**src/rtl/mem_access_stage.sv**
```systemverilog
// Memory-access stage: runs one load or store per instruction against data
// memory over a req/ack handshake, stalls the pipeline while the access is
// outstanding, and returns aligned, extended load data for the ME/WB register.
// Misaligned accesses and bus timeouts are flagged for the exception logic.
module mem_access_stage #(
  parameter int TIMEOUT = 255
) (
  input  logic        clock,
  input  logic        reset,
  input  logic [31:0] control,
  input  logic [31:0] aluR,
  input  logic [31:0] regTValue,
  input  logic [31:0] memRdata,
  input  logic        memAck,
  output logic        memReq,
  output logic        memWe,
  output logic [31:0] memAddr,
  output logic [31:0] memWdata,
  output logic [3:0]  memByteEn,
  output logic [31:0] loadData,
  output logic        stall,
  output logic        addrError,
  output logic        busError
);

  typedef enum logic [1:0] {
    IDLE = 2'd0,
    REQ  = 2'd1,
    DONE = 2'd2
  } state_t;

  // Last counter value before the access is abandoned as a bus error.
  localparam logic [7:0] CNT_LAST = 8'(TIMEOUT - 1);

  state_t      state_r;
  logic [7:0]  cnt_r;
  logic        is_load_r;
  logic [1:0]  size_r;
  logic [1:0]  lo_r;
  logic        uns_r;

  logic        mem_read_s;
  logic        mem_write_s;
  logic [1:0]  size_s;
  logic        access_s;
  logic        misaligned_s;
  logic        unused_ctrl_s;

  // Byte enables for an access of the given size at the given byte offset.
  function automatic logic [3:0] byte_en_f(input logic [1:0] size, input logic [1:0] lo);
    logic [3:0] be;
    case (size)
      2'b01:   be = 4'b0011 << {lo[1], 1'b0};
      2'b10:   be = 4'b0001 << lo;
      default: be = 4'b1111;
    endcase
    return be;
  endfunction

  // Store data replicated across every lane it could land in.
  function automatic logic [31:0] wdata_f(input logic [1:0] size, input logic [31:0] rt);
    logic [31:0] wd;
    case (size)
      2'b01:   wd = {2{rt[15:0]}};
      2'b10:   wd = {4{rt[7:0]}};
      default: wd = rt;
    endcase
    return wd;
  endfunction

  // Select the addressed lane of the read word and sign/zero-extend it.
  function automatic logic [31:0] extract_f(input logic [1:0] size, input logic [1:0] lo,
                                            input logic uns, input logic [31:0] rd);
    logic [7:0]  b;
    logic [15:0] h;
    logic [31:0] r;
    case (lo)
      2'd0:    b = rd[7:0];
      2'd1:    b = rd[15:8];
      2'd2:    b = rd[23:16];
      default: b = rd[31:24];
    endcase
    h = lo[1] ? rd[31:16] : rd[15:0];
    case (size)
      2'b01:   r = uns ? {16'h0000, h} : {{16{h[15]}}, h};
      2'b10:   r = uns ? {24'h000000, b} : {{24{b[7]}}, b};
      default: r = rd;
    endcase
    return r;
  endfunction

  assign mem_read_s    = control[0];
  assign mem_write_s   = control[1];
  assign size_s        = control[3:2];
  assign access_s      = mem_read_s | mem_write_s;
  assign unused_ctrl_s = ^control[31:5];

  // Alignment check: words need both low bits clear, halves need bit 0 clear.
  always_comb begin
    misaligned_s = 1'b0;
    case (size_s)
      2'b01:   misaligned_s = aluR[0];
      2'b10:   misaligned_s = 1'b0;
      default: misaligned_s = aluR[1] | aluR[0];
    endcase
  end

  // Stall and misalignment flags depend on the current instruction only in IDLE.
  always_comb begin
    stall     = 1'b0;
    addrError = 1'b0;
    case (state_r)
      IDLE: begin
        if (access_s) begin
          if (misaligned_s) begin
            addrError = 1'b1;
          end else begin
            stall = 1'b1;
          end
        end else begin
          stall = 1'b0;
        end
      end
      REQ:     stall = 1'b1;
      default: stall = 1'b0;
    endcase
  end

  // Access sequencer: issues the request, waits for ack or timeout, finishes.
  always_ff @(posedge clock or posedge reset) begin
    if (reset) begin
      state_r   <= IDLE;
      cnt_r     <= 8'd0;
      is_load_r <= 1'b0;
      size_r    <= 2'b00;
      lo_r      <= 2'b00;
      uns_r     <= 1'b0;
      memReq    <= 1'b0;
      memWe     <= 1'b0;
      memAddr   <= 32'h0000_0000;
      memWdata  <= 32'h0000_0000;
      memByteEn <= 4'b0000;
      loadData  <= 32'h0000_0000;
      busError  <= 1'b0;
    end else begin
      case (state_r)
        IDLE: begin
          busError <= 1'b0;
          if (access_s && !misaligned_s) begin
            state_r   <= REQ;
            memReq    <= 1'b1;
            // A read wins when both read and write are set.
            memWe     <= mem_write_s & ~mem_read_s;
            memAddr   <= {aluR[31:2], 2'b00};
            memWdata  <= wdata_f(size_s, regTValue);
            memByteEn <= byte_en_f(size_s, aluR[1:0]);
            cnt_r     <= 8'd0;
            is_load_r <= mem_read_s;
            size_r    <= size_s;
            lo_r      <= aluR[1:0];
            uns_r     <= control[4];
          end
        end
        REQ: begin
          if (memAck) begin
            memReq  <= 1'b0;
            memWe   <= 1'b0;
            state_r <= DONE;
            if (is_load_r) begin
              loadData <= extract_f(size_r, lo_r, uns_r, memRdata);
            end
          end else if (cnt_r == CNT_LAST) begin
            memReq   <= 1'b0;
            memWe    <= 1'b0;
            state_r  <= DONE;
            busError <= 1'b1;
            if (is_load_r) begin
              loadData <= 32'h0000_0000;
            end
          end else begin
            cnt_r <= cnt_r + 8'd1;
          end
        end
        DONE: begin
          busError <= 1'b0;
          state_r  <= IDLE;
        end
        default: begin
          state_r  <= IDLE;
          memReq   <= 1'b0;
          memWe    <= 1'b0;
          busError <= 1'b0;
        end
      endcase
    end
  end

endmodule

```
**config.mk**
```make
export PLATFORM = sky130hd
export DESIGN_NAME = mem_access_stage
export DESIGN_NICKNAME = d
export VERILOG_FILES = /design/src/rtl/mem_access_stage.sv
export SDC_FILE = /design/constraint.sdc
export NUM_CORES = 1
export LEC_CHECK = 0
export CAP_MARGIN = 10
export CORE_MARGIN = 2
export CORE_UTILIZATION = 40
export CTS_BUF_LIST = sky130_fd_sc_hd__clkbuf_4
export DETAILED_ROUTE_END_ITERATION = 6
export PLACE_DENSITY = 0.84
export SLEW_MARGIN = 0
export SYNTH_ARGS = -nofsm -noshare
export SYNTH_HDL_FRONTEND = slang
export SYNTH_SLANG_ARGS = --single-unit
```
**constraint.sdc**
```tcl
create_clock -name clock -period 5.1 [get_ports clock]
set_input_delay 0.765 -clock clock [delete_from_list [all_inputs] [get_ports clock]]
set_output_delay 0.765 -clock clock [all_outputs]
set_load 0.03 [all_outputs]
```
Yosys cells after proc, flatten, opt, wreduce, memory -nomap -nowiden. Cells that the tools add are included.

$add $sub $neg: 1. Equal/unequal tests: 14. Shift operators: 2. Bitwise operators: 5. Reduce and logical (&&, ||, !) cells: 12. Multiplexer cells: 35.

Operators with widths (count): $mux W32 (6); $pmux W32 S2 (2); $mux W8 (3); $pmux W8 S3 (1); $mux W16 (1); $pmux W8 S2 (1); $mux W1 (12); $add A8 B1 Y8 const B (1); $eq A2 B1 Y1 const B (4); $eq A2 B2 Y1 const B (4); $eq A8 B8 Y1 const B (1); $ne A2 B2 Y1 const B (4); $pmux W4 S2 (1); $mux W2 (3); $pmux W1 S3 (2); $reduce_and A2 Y1 (3); $reduce_and A3 Y1 (2); $logic_not A2 Y1 (2); $pmux W1 S2 (2); $pmux W2 S2 (1); $reduce_and A4 Y1 (1); $reduce_bool A2 Y1 (2); $shl A1 B2 Y4 const A (1); $shl A2 B2 Y4 const A (1); other kinds (6) (8).

Output and inout bits: 105. Register bits after elaboration: 117. Input port bits: 131.

Depth between registers and ports, before layout.
Depth in word-level cells: 6. Depth in mapped cells: 8. Mapped depth without buffers: 6.

Worst setup path before layout. No wires, ideal clock.

Path kind: input -> output. Start point: in control[2]. End point: out addrError. Path buffers: 1. Data arrival time: 2601 ps. Stages on the path: 6. Data required time: 4335 ps. Slack: 1734 ps. Path through: inv_1 -> ha_1 -> or2_1 -> clkbuf_1 -> nand2_1 -> nor4_1.

Word-level cells in the longest chain between the ends: 5.

Ends and longest elaborated chain: start: declaration (line 10) `input logic [31:0] control,`; $eq A2 B2 Y1 or $eq A2 B1 Y1 (tied branches) (line 101) `case (size_s)`; $pmux W1 S2 * (line 101); $mux W1 * (line 115) `if (misaligned_s) begin`; $mux W1 * (line 114) `if (access_s) begin`; $mux W1 * (line 112) `case (state_r)`; end: declaration (line 22) `output logic addrError,`.

Mark *: on every way between the ends. The rest lies on a longest branch, timed or not.

Final worst setup path. Ends and elaborated chain as after synthesis.

==> results_tabular.tex <==
\begin{tabular}{lr}
\hline
Metric & Value \\
\hline
\multicolumn{2}{l}{\textbf{Clocking}} \\
\quad Total setup buffers inserted after CTS & 0 \\
\quad Clock tree from TritonCTS & built \\
\quad Maximum buffer depth of the clock tree & 2 \\
\quad Number of clock buffers inserted by TritonCTS & 17 \\
\quad Quantity of gates resized following cts & 0 \\
\quad Reg clk slew, reported paths & 110 ps \\
\quad CTS H-tree lvls & 4 \\
\quad Count of clock tree sinks & 117 \\
\quad Hold-fix buffer count after cts & 0 \\
\quad Latest clock arrival within the worst-skew pair & 540 ps \\
\quad Cell at the root of the clock tree & clkbuf\_4 \\
\multicolumn{2}{l}{\textbf{Logic synthesis}} \\
\quad Average footprint of a synthesized cell & 9.467 um2 \\
\quad Top cells by area, synth & dfrtp\_1 53\%, nand2\_1 9.4\%, nor2\_1 3.5\%, a221o\_1 3.4\%, a221oi\_1 2.5\% \\
\quad Number of distinct library cell variants in the gate-level netlist after synthesis & 50 \\
\quad Post-synth EDFFs & 0 \\
\quad Share of the synthesized area in the top cell type & 52.60\% \\
\quad Post-Synthesis Cell Area & 5567 um2 \\
\quad Number of instances in the synthesized netlist & 588 \\
\quad Post-synthesis register bit count & 117 \\
\quad Most used DFF post-synth & dfrtp\_1 \\
\quad Largest area contributor in the netlist & dfrtp\_1 \\
\quad Synth Warn \# & 0 \\
\quad Sequential-to-total area share from yosys stat & 52.60\% \\
\quad Post-synth ARST share & 100.0\% \\
\multicolumn{2}{l}{\textbf{Floorplanning}} \\
\quad Y dimension of the die & 122.0 um \\
\quad Total die area & 14880 um2 \\
\quad Area of the core & 13720 um2 \\
\quad Width of the die & 122.0 um \\
\quad Initial core utilization & 40.57\% \\
\quad Top Ports & 236 \\
\quad FP Rows & 43 \\
\multicolumn{2}{l}{\textbf{GRT}} \\
\quad Via count of the first global-routing pass & 5170 \\
\quad Initial antenna violation count & 0 \\
\quad Pin count of the biggest net entering global routing & 66 \\
\quad First-pass GRT wire length & 26540 um \\
\quad Aggregate global-route resource usage & 23.11\% \\
\quad Grt total ovfl & 0 \\
\multicolumn{2}{l}{\textbf{Route}} \\
\quad Total number of vias & 5203 \\
\quad Detail-routed net length per standard cell & 17.17 um \\
\quad Vias/cell & 5.364 \\
\quad First-iteration detailed-routing DRC count & 396 \\
\quad First-pass DRT Iterations & 5 \\
\quad Post-route DRC & 0 \\
\quad Total detailed-routing wirelength & 16660 um \\
\quad Number of routed nets with antenna violations & 0 \\
\multicolumn{2}{l}{\textbf{Critical path}} \\
\quad Max Fanout on Critical Path & 12 \\
\quad CP delay by family, top & buffers and inverters \\
\quad Critical register-to-register path startpoint & cnt\_r[0]\$\_DFFE\_PP0P\_ \\
\quad Reg-to-reg setup timing slack & 1820 ps \\
\quad End point of the critical path & addrError \\
\quad Worst endpoint data arrival time & 3370 ps \\
\quad Element type at the critical path end & output pin \\
\quad Most Frequent Cell on Critical Path & clkdlybuf4s50\_1 \\
\quad CP Class & input port to output pin \\
\quad Cells along the critical path & clkdlybuf4s50\_1 > ha\_1 > or2\_1 > nand2\_1 > nor4\_1 > clkdlybuf4s50\_1 \\
\quad Launching element type of the critical path & input port \\
\quad CP max-delay cell & clkdlybuf4s50\_1 \\
\quad Number of buffer and inverter stages on the critical path & 2 \\
\quad Critical path data required time & 4340 ps \\
\quad R2R Path End & loadData[27]\$\_DFFE\_PP0P\_ \\
\quad Worst reg2reg path depth & 6 \\
\quad Crit path depth & 6 \\
\quad Startpoint of the worst setup timing path & control[2] \\
\quad Longest individual stage delay on the worst path & 720 ps \\
\multicolumn{2}{l}{\textbf{STA}} \\
\quad Max Freq & 0.2418 GHz \\
\quad Final hold violation count & 0 \\
\quad Min cycle time layout & 4136 ps \\
\quad Final setup fails & 0 \\
\quad Transition time at the pin with the least slew margin & 1064 ps \\
\quad Unrepaired setup endpoints after global routing & false \\
\quad Clock skew & 15.93 ps \\
\quad Final cycle utilization of the critical path & 81.09\% \\
\quad Total negative slack for setup checks & 0 ps \\
\quad Final Slew Violations & 0 \\
\quad Remaining max-slew budget at the tightest pin & 28.88\% \\
\multicolumn{2}{l}{\textbf{Run}} \\
\quad Max-capacitance violation count & 0 \\
\multicolumn{2}{l}{\textbf{Worst hold path}} \\
\quad Classification of the worst-slack hold path & register to register \\
\quad Depth of the worst hold-timing path & 2 \\
\multicolumn{2}{l}{\textbf{Layout}} \\
\quad Area growth, synth to finish & 42.93\% \\
\quad Commonest non-fill, non-tap cells in the layout & 206 x clkdlybuf4s50\_1, 140 x nand2\_1, 117 x dfrtp\_1 \\
\quad Final standard cell count with taps included and fillers excluded & 970 \\
\quad Fraction of layout instances using a drive strength above 1 & 6.329\% \\
\quad Final net count & 914 \\
\quad Count of antenna diodes in the layout & 0 \\
\quad Leading cell type in the layout, fill and taps excluded & clkdlybuf4s50\_1 \\
\quad Number of filler cells placed in the layout & 1193 \\
\multicolumn{2}{l}{\textbf{Pwr}} \\
\quad Total chip power & 4.916 mW \\
\quad Total power divided by cell area & 617.8 nW/um2 \\
\quad Leakage & 3.523 nW \\
\quad Peak supply drop & 360.9 uV \\
\multicolumn{2}{l}{\textbf{Placement}} \\
\quad Weighted congestion at the end of routability-driven global placement & 0.8324 \\
\quad Total of buffers placed on input and output ports & 206 \\
\quad Count of placed standard cells including taps & 938 \\
\quad Hpwl dp & 12090 um \\
\multicolumn{2}{l}{\textbf{Outcome}} \\
\quad Status & finished clean \\
\hline
\end{tabular}
metal layers:
metal | global-route usage [%] | up-vias | wire length, um
met2 | 37.33 | 233 | 7914
met1 | 28.18 | 2505 | 6738
met5 | 0 | - | 0
met3 | 9.129 | 22 | 1712
met4 | 7.974 | 0 | 290
li1 | - | 2443 | -
area by class of cell:
cell class | count | area [um2] | area share [%]
Tap cell | 180 | 225.2 | 2.831
Inverter | 20 | 77.57 | 0.9750
Sequential cell | 117 | 2928 | 36.80
Multi-Input combinational cell | 407 | 2361 | 29.67
Clock inverter | 15 | 115.1 | 1.447
Timing Repair Buffer | 214 | 2122 | 26.67
Clock buffer | 17 | 127.6 | 1.604
metrics by stage:
step                util (%)  area, um2  hold slack [ps]  worst slack (ps)
global route           57.99       7956            502.9             801.1
finish                 57.99       7956            484.0             964.4
CTS                    57.99       7956            488.4             924.2
floorplan                  -       5570            485.2              1234
detailed placement     56.22       7714            462.6             934.5
global placement       56.22       7714            457.4             982.6
registers in the layout, summed over array words and instances, names as in the netlist:
signal / cells
memReq: 1
loadData: 32
busError: 1
memByteEn: 4
memWe: 1
state_r: 2
is_load_r: 1
size_r: 2
cnt_r: 8
uns_r: 1
lo_r: 2
memAddr: 30
memWdata: 32
where the power goes:
part / internal, mW / switching [mW] / total (mW)
clock: 0.233 / 0.373 / 0.606
combinational: 1.12 / 1.58 / 2.69
sequential: 1.33 / 0.285 / 1.61
total: 2.68 / 2.24 / 4.92
worst reg2reg max path, stage by stage, from the launching register on:
cell	delay [ps]
dfrtp_1	430
inv_1	70
ha_1	160
nand4_1	240
o21bai_1	720
nand3_1	920
a221o_1	640
kinds of logic (layout without fill, tap and decap cells):
| group | Yosys count | in the layout | share of synthesized area [%] |
|---|---|---|---|
| simple gates | 238 | 238 | 18.32 |
| xor+xnor | 3 | 3 | 0.4721 |
| compound gates | 146 | 146 | 19.89 |
| mux | 12 | 12 | 2.225 |
| buf+inv | 65 | 266 | 5.080 |
| fa+ha+maj | 6 | 6 | 1.349 |
| flops | 117 | 117 | 52.60 |
| other cells | 1 | 2 | 0.06737 |
synth_stat cells, types with 2 or more instances:
cell / n
o2bb2ai_1: 7
nand3_1: 4
buf_4: 3
a221o_1: 19
o21a_1: 2
a21o_1: 4
ha_1: 6
nor3_1: 3
o22ai_1: 13
xor2_1: 2
inv_1: 20
dfrtp_1: 117
a221oi_1: 16
a21oi_1: 24
a2111oi_4: 2
and3_1: 2
buf_2: 10
a41o_1: 6
nor3b_1: 9
nand2_1: 140
a22o_1: 2
a22oi_1: 8
nand2b_1: 7
a31o_2: 3
clkbuf_1: 29
mux2i_1: 9
buf_6: 2
nor2b_1: 10
a211oi_1: 7
nand4_1: 3
o21ai_0: 19
a31oi_1: 7
nor2_1: 52
mux2_2: 3
and2_1: 3
worst min-delay path by stage:
stage	start	end	slack, ps
detailed placement	memAddr[14]$_DFFE_PP0P_	memAddr[14]$_DFFE_PP0P_	460
finish	memWdata[30]$_DFFE_PP0P_	memWdata[30]$_DFFE_PP0P_	480
floorplan	lo_r[0]$_DFFE_PP0P_	lo_r[0]$_DFFE_PP0P_	490
global route	memWdata[3]$_DFFE_PP0P_	memWdata[3]$_DFFE_PP0P_	500
global placement	memAddr[8]$_DFFE_PP0P_	memAddr[8]$_DFFE_PP0P_	460
CTS	memAddr[15]$_DFFE_PP0P_	memAddr[15]$_DFFE_PP0P_	490
(Power assumes the default switching activity.)
==> variant 1, RTL diff (same flow settings) <==
Register the output `addrError`; this adds one clock of latency there. The other outputs are not delayed to match.
--- a/src/rtl/mem_access_stage.sv
+++ b/src/rtl/mem_access_stage.sv
@@ -34,2 +34,4 @@
 
+  logic addrError_d;
+
   state_t      state_r;
@@ -110,3 +112,3 @@
     stall     = 1'b0;
-    addrError = 1'b0;
+    addrError_d = 1'b0;
     case (state_r)
@@ -115,3 +117,3 @@
           if (misaligned_s) begin
-            addrError = 1'b1;
+            addrError_d = 1'b1;
           end else begin
@@ -197,2 +199,6 @@
 
+  always_ff @(posedge clock) begin
+    addrError <= addrError_d;
+  end
+
 endmodule
Check against the original RTL: not equivalent (Yosys sat finds a counterexample within 4 cycles, from zero or initial values and one cycle with reset high).
==> variant 1 against the original RTL <==
- power up 0.99%
- setup slack gained 0.24 ns
- count of clock-buffer cells in the layout is 2 higher
- final area hardly changed
- wire length decreased by 6.7%
- clock skew up 0.0039 ns
- sequential share of layout area is 0.29 points higher
- via count down 4.9%
- sequential cell count up 1
- synthesized area decreased by 2.1%
- combinational power down 3%
- maximum frequency is 6.2% higher
- first-iteration DRC count fell by 6.6%
==> variant 1: results (changes against the original RTL) <==
- The distinct cell type count after synthesis is 49 (-2.0%).
- The startpoint of the worst hold path is memAddr[3].
- The number of buffers inserted during clock tree synthesis is 17 (unchanged).
- The arrival time of the worst setup path is 3.13 ns (-0.24 ns).
- The logic depth of the worst register-to-register path was 5 (-1).
- The maximum cell stage delay along the critical path is 0.70 ns (-0.02 ns).
- The async set or reset register ratio after synthesis is 99.2% (-0.85 points).
- The overall track demand over capacity in global routing is 22.3% (-0.77 points).
- The worst setup slack after placement came to 1.20 ns (+0.264 ns).
- The average wire per cell in the routed design came to 16.2 um (-5.7%).
- The peak supply drop came to 0.000379 V (+5.0%).
- In the synthesized netlist, the cells that appear most often are sky130_fd_sc_hd__nand2_1, sky130_fd_sc_hd__dfrtp_1, sky130_fd_sc_hd__nor2_1, sky130_fd_sc_hd__a21oi_1, sky130_fd_sc_hd__clkbuf_1.
- The number of vias in the routed layout is 4948 (-4.9%).
- The run finished with clean final reports.
- The maximum fanout count along the critical path came to 31 (+19).
- The first-pass GRT wire length is 25200 um (-5.0%).
- The HPWL reported at the end of detailed placement is 11300 um (-6.9%).
- The weighted congestion at the end of routability-driven global placement is 0.841 (+1.0%).
- In the post-synthesis netlist, the biggest area contributors are sky130_fd_sc_hd__dfrtp_1, sky130_fd_sc_hd__nand2_1, sky130_fd_sc_hd__nor2_1, sky130_fd_sc_hd__a21oi_1, sky130_fd_sc_hd__a221oi_1.
- The leakage power came to 3.53 nW (+0.12%).
- The transition time of the tightest slew-check pin is 0.824 ns (-0.239 ns).
- The iteration-0 DRC count of the detailed router is 370 (-6.6%).
- The maximum number of pins on one net before global-route repair is 55 (-17%).
- The worst-case clock skew is 0.0198 ns (+0.00391 ns).
- The register-to-register setup slack is 2.77 ns (+0.95 ns).
- The number of nets in the layout is 908 (-0.66%).
- The share of synthesized area occupied by flip-flops and latches came to 54.1% (+1.5 points).
- The endpoint identified for the worst register-to-register timing path is loadData[1].
- The proportion of layout cells with a drive suffix above 1 was 6.89% (+0.56 points).
==> variant 1: cell count changes in the layout (fill, tap and decap cells not counted), moves of 9 or more <==
cell	change
sky130_fd_sc_hd__o22ai_1	-11
sky130_fd_sc_hd__a22o_1	+14
sky130_fd_sc_hd__a21o_1	+10
sky130_fd_sc_hd__nand2b_1	+10
sky130_fd_sc_hd__nand2_1	+16
sky130_fd_sc_hd__a221o_1	-12
sky130_fd_sc_hd__nor3b_1	-9
==> variant 1: through the flow <==
step	hold slack (ns)	cell area (sq um)	power [mW]	util, %	std cells
6_report	0.484	7950	4.96	59.8	960
3_3_place_gp	0.457	7620	4.19	57.3	928
2_1_floorplan	0.461	5450	3.15	-	579
3_5_place_dp	0.463	7620	4.23	57.3	928
4_1_cts	0.488	7950	5.01	59.8	960
5_1_grt	0.507	7950	5.29	59.8	960
==> variant 1: cells by family after synthesis <==
family,after synthesis,synth area share (%)
buf+inv,53,3.95
xor+xnor,4,0.643
fa+ha+maj,6,1.38
mux,12,2.64
simple gates,244,18.7
flops,118,54.1
other cells,1,0.0688
compound gates,140,18.6
==> variant 1: power by group <==
part	switching [mW]	total, mW	internal [mW]
combinational	1.54	2.61	1.07
clock	0.361	0.759	0.398
sequential	0.257	1.60	1.34
total	2.16	4.96	2.80
==> variant 1: routing by layer <==
metal / track usage, % / up-vias / routed length [um]
met4: 10.5 / 0 / 519
met5: 0 / - / 0
li1: - / 2368 / -
met2: 34.8 / 203 / 7260
met3: 8.25 / 40 / 1360
met1: 27.5 / 2337 / 6410
==> variant 1: worst max path at each step <==
| stage | slack, ns | start | end | depth (start not counted) |
|---|---|---|---|---|
| 6_report | 1.21 | control[2] | stall | 8 |
| 5_1_grt | 1.09 | control[2] | stall | 8 |
| 4_1_cts | 1.19 | control[3] | stall | 7 |
| 3_5_place_dp | 1.20 | control[3] | stall | 7 |
| 3_3_place_gp | 1.21 | control[3] | stall | 7 |
| 2_1_floorplan | 1.23 | reset | busError | 1 |
==> variant 1: area by class of cell <==
type                       count  area, sq um
fill                        1163         5350
timing repair buffer         213         2110
multi-input combinational    408         2290
tap                          176          220
clock inverter                13          181
clock buffer                  19          143
sequential                   118         2950
inverter                      13         51.3
==> variant 1: worst reg2reg max path: cells and delay by family (launching register included) <==
kind / cells / cell delay, ns
compound gates: 2 / 0.80
fa+ha+maj: 1 / 0.73
buf+inv: 2 / 0.38
flops: 1 / 0.36
==> variant 2, RTL diff (config.mk and constraints unchanged) <==
Made on the original files. `TIMEOUT`: 255 -> 127.
--- a/src/rtl/mem_access_stage.sv
+++ b/src/rtl/mem_access_stage.sv
@@ -5,3 +5,3 @@
 module mem_access_stage #(
-  parameter int TIMEOUT = 255
+  parameter int TIMEOUT = 127
 ) (
Function: same outputs for any inputs over 4 cycles, from zero or initial values and one cycle with reset high; that may be too few to reach the edited logic, so the function may still have changed.
==> variant 2 against the original RTL <==
- final area up 2.0%
- non-clock buffer count unchanged
- wire length up 0.71%
- highest routed layer unchanged
- setup slack better by 0.096 ns
- count of clock-buffer cells in the layout up 3
- power up 6.2%
- sequential cell count unchanged
- critical path type unchanged
- synthesized area up 0.29%
==> variant 2: results (changes against the original RTL) <==
- The flow ran to the end, and the final reports show no timing, DRC or antenna violations.
- The worst-case clock skew is 0.0170 ns (+0.00105 ns).
- Ranked by total cell area, the synthesized netlist is headed by sky130_fd_sc_hd__dfrtp_1, sky130_fd_sc_hd__nand2_1, sky130_fd_sc_hd__nor2_1, sky130_fd_sc_hd__a221o_1, sky130_fd_sc_hd__a221oi_1.
- The peak supply drop is 0.000445 V (+23%).
- The synthesized-area fraction occupied by ao, oa, aoi and oai cells was 20.2% (+0.32 points).
- The maximum number of pins on one net before global-route repair is 67 (+1.5%).
- The post-synthesis mux area share is 2.04% (-0.19 points).
- The worst setup slack after placement was 1.04 ns (+0.103 ns).
- The weighted congestion at the end of routability-driven global placement is 0.821 (-1.4%).
- The overall track demand over capacity in global routing is 23.0% (-0.095 points).
- The count of non-filler cells in the finished layout is 969 (-0.10%).
- The arrival time of the worst setup path is 3.27 ns (-0.10 ns).
- The transition time of the tightest slew-check pin is 1.08 ns (+0.0116 ns).
- The global routing usage on met2 is 37.9% (+0.56 points).
- The fraction of met1 tracks used by global routing is 27.3% (-0.92 points).
- The proportion of layout cells with a drive suffix above 1 came to 6.21% (-0.12 points).
- The register-to-register setup slack is 2.28 ns (+0.46 ns).
- The global-route track usage on met3 came to 8.99% (-0.14 points).
- The post-synthesis xor/xnor area fraction is 0.471% (-0.0014 points).
- The average wire per cell in the routed design came to 17.3 um (+0.81%).
- The sequential group share of total power came to 31.2% (-1.6 points).
- The net switching power of the design is 2.22 mW (-0.66%).
- The first-pass GRT wire length is 26300 um (-0.83%).
- The clock network power share was 17.1% (+4.8 points).
- Counting instances in the post-synthesis netlist gives the leading cell types as sky130_fd_sc_hd__nand2_1, sky130_fd_sc_hd__dfrtp_1, sky130_fd_sc_hd__nor2_1, sky130_fd_sc_hd__clkbuf_1, sky130_fd_sc_hd__a21oi_1.
variant 2: worst register-to-register path, cell delays in order, from the launching register on:
cell and delay [ns]:
sky130_fd_sc_hd__dfrtp_1 0.43, sky130_fd_sc_hd__inv_1 0.07, sky130_fd_sc_hd__ha_1 0.17, sky130_fd_sc_hd__nand4b_1 0.25, sky130_fd_sc_hd__o21bai_1 0.68, sky130_fd_sc_hd__nand3_2 0.58, sky130_fd_sc_hd__a221o_1 0.53
variant 2: metal layers:
layer	wire [um]	share of wire [%]
met3	1640	9.8
met5	0	0
met4	402	2.4
met2	8040	48
met1	6690	40
variant 2: final cells by class:
type	count	share of cell area, %
Sequential cell	117	36.1
Multi-Input combinational cell	406	29.2
Timing Repair Buffer	214	26.3
Clock inverter	11	2.84
Tap cell	180	2.77
Clock buffer	20	1.85
Inverter	21	1.00
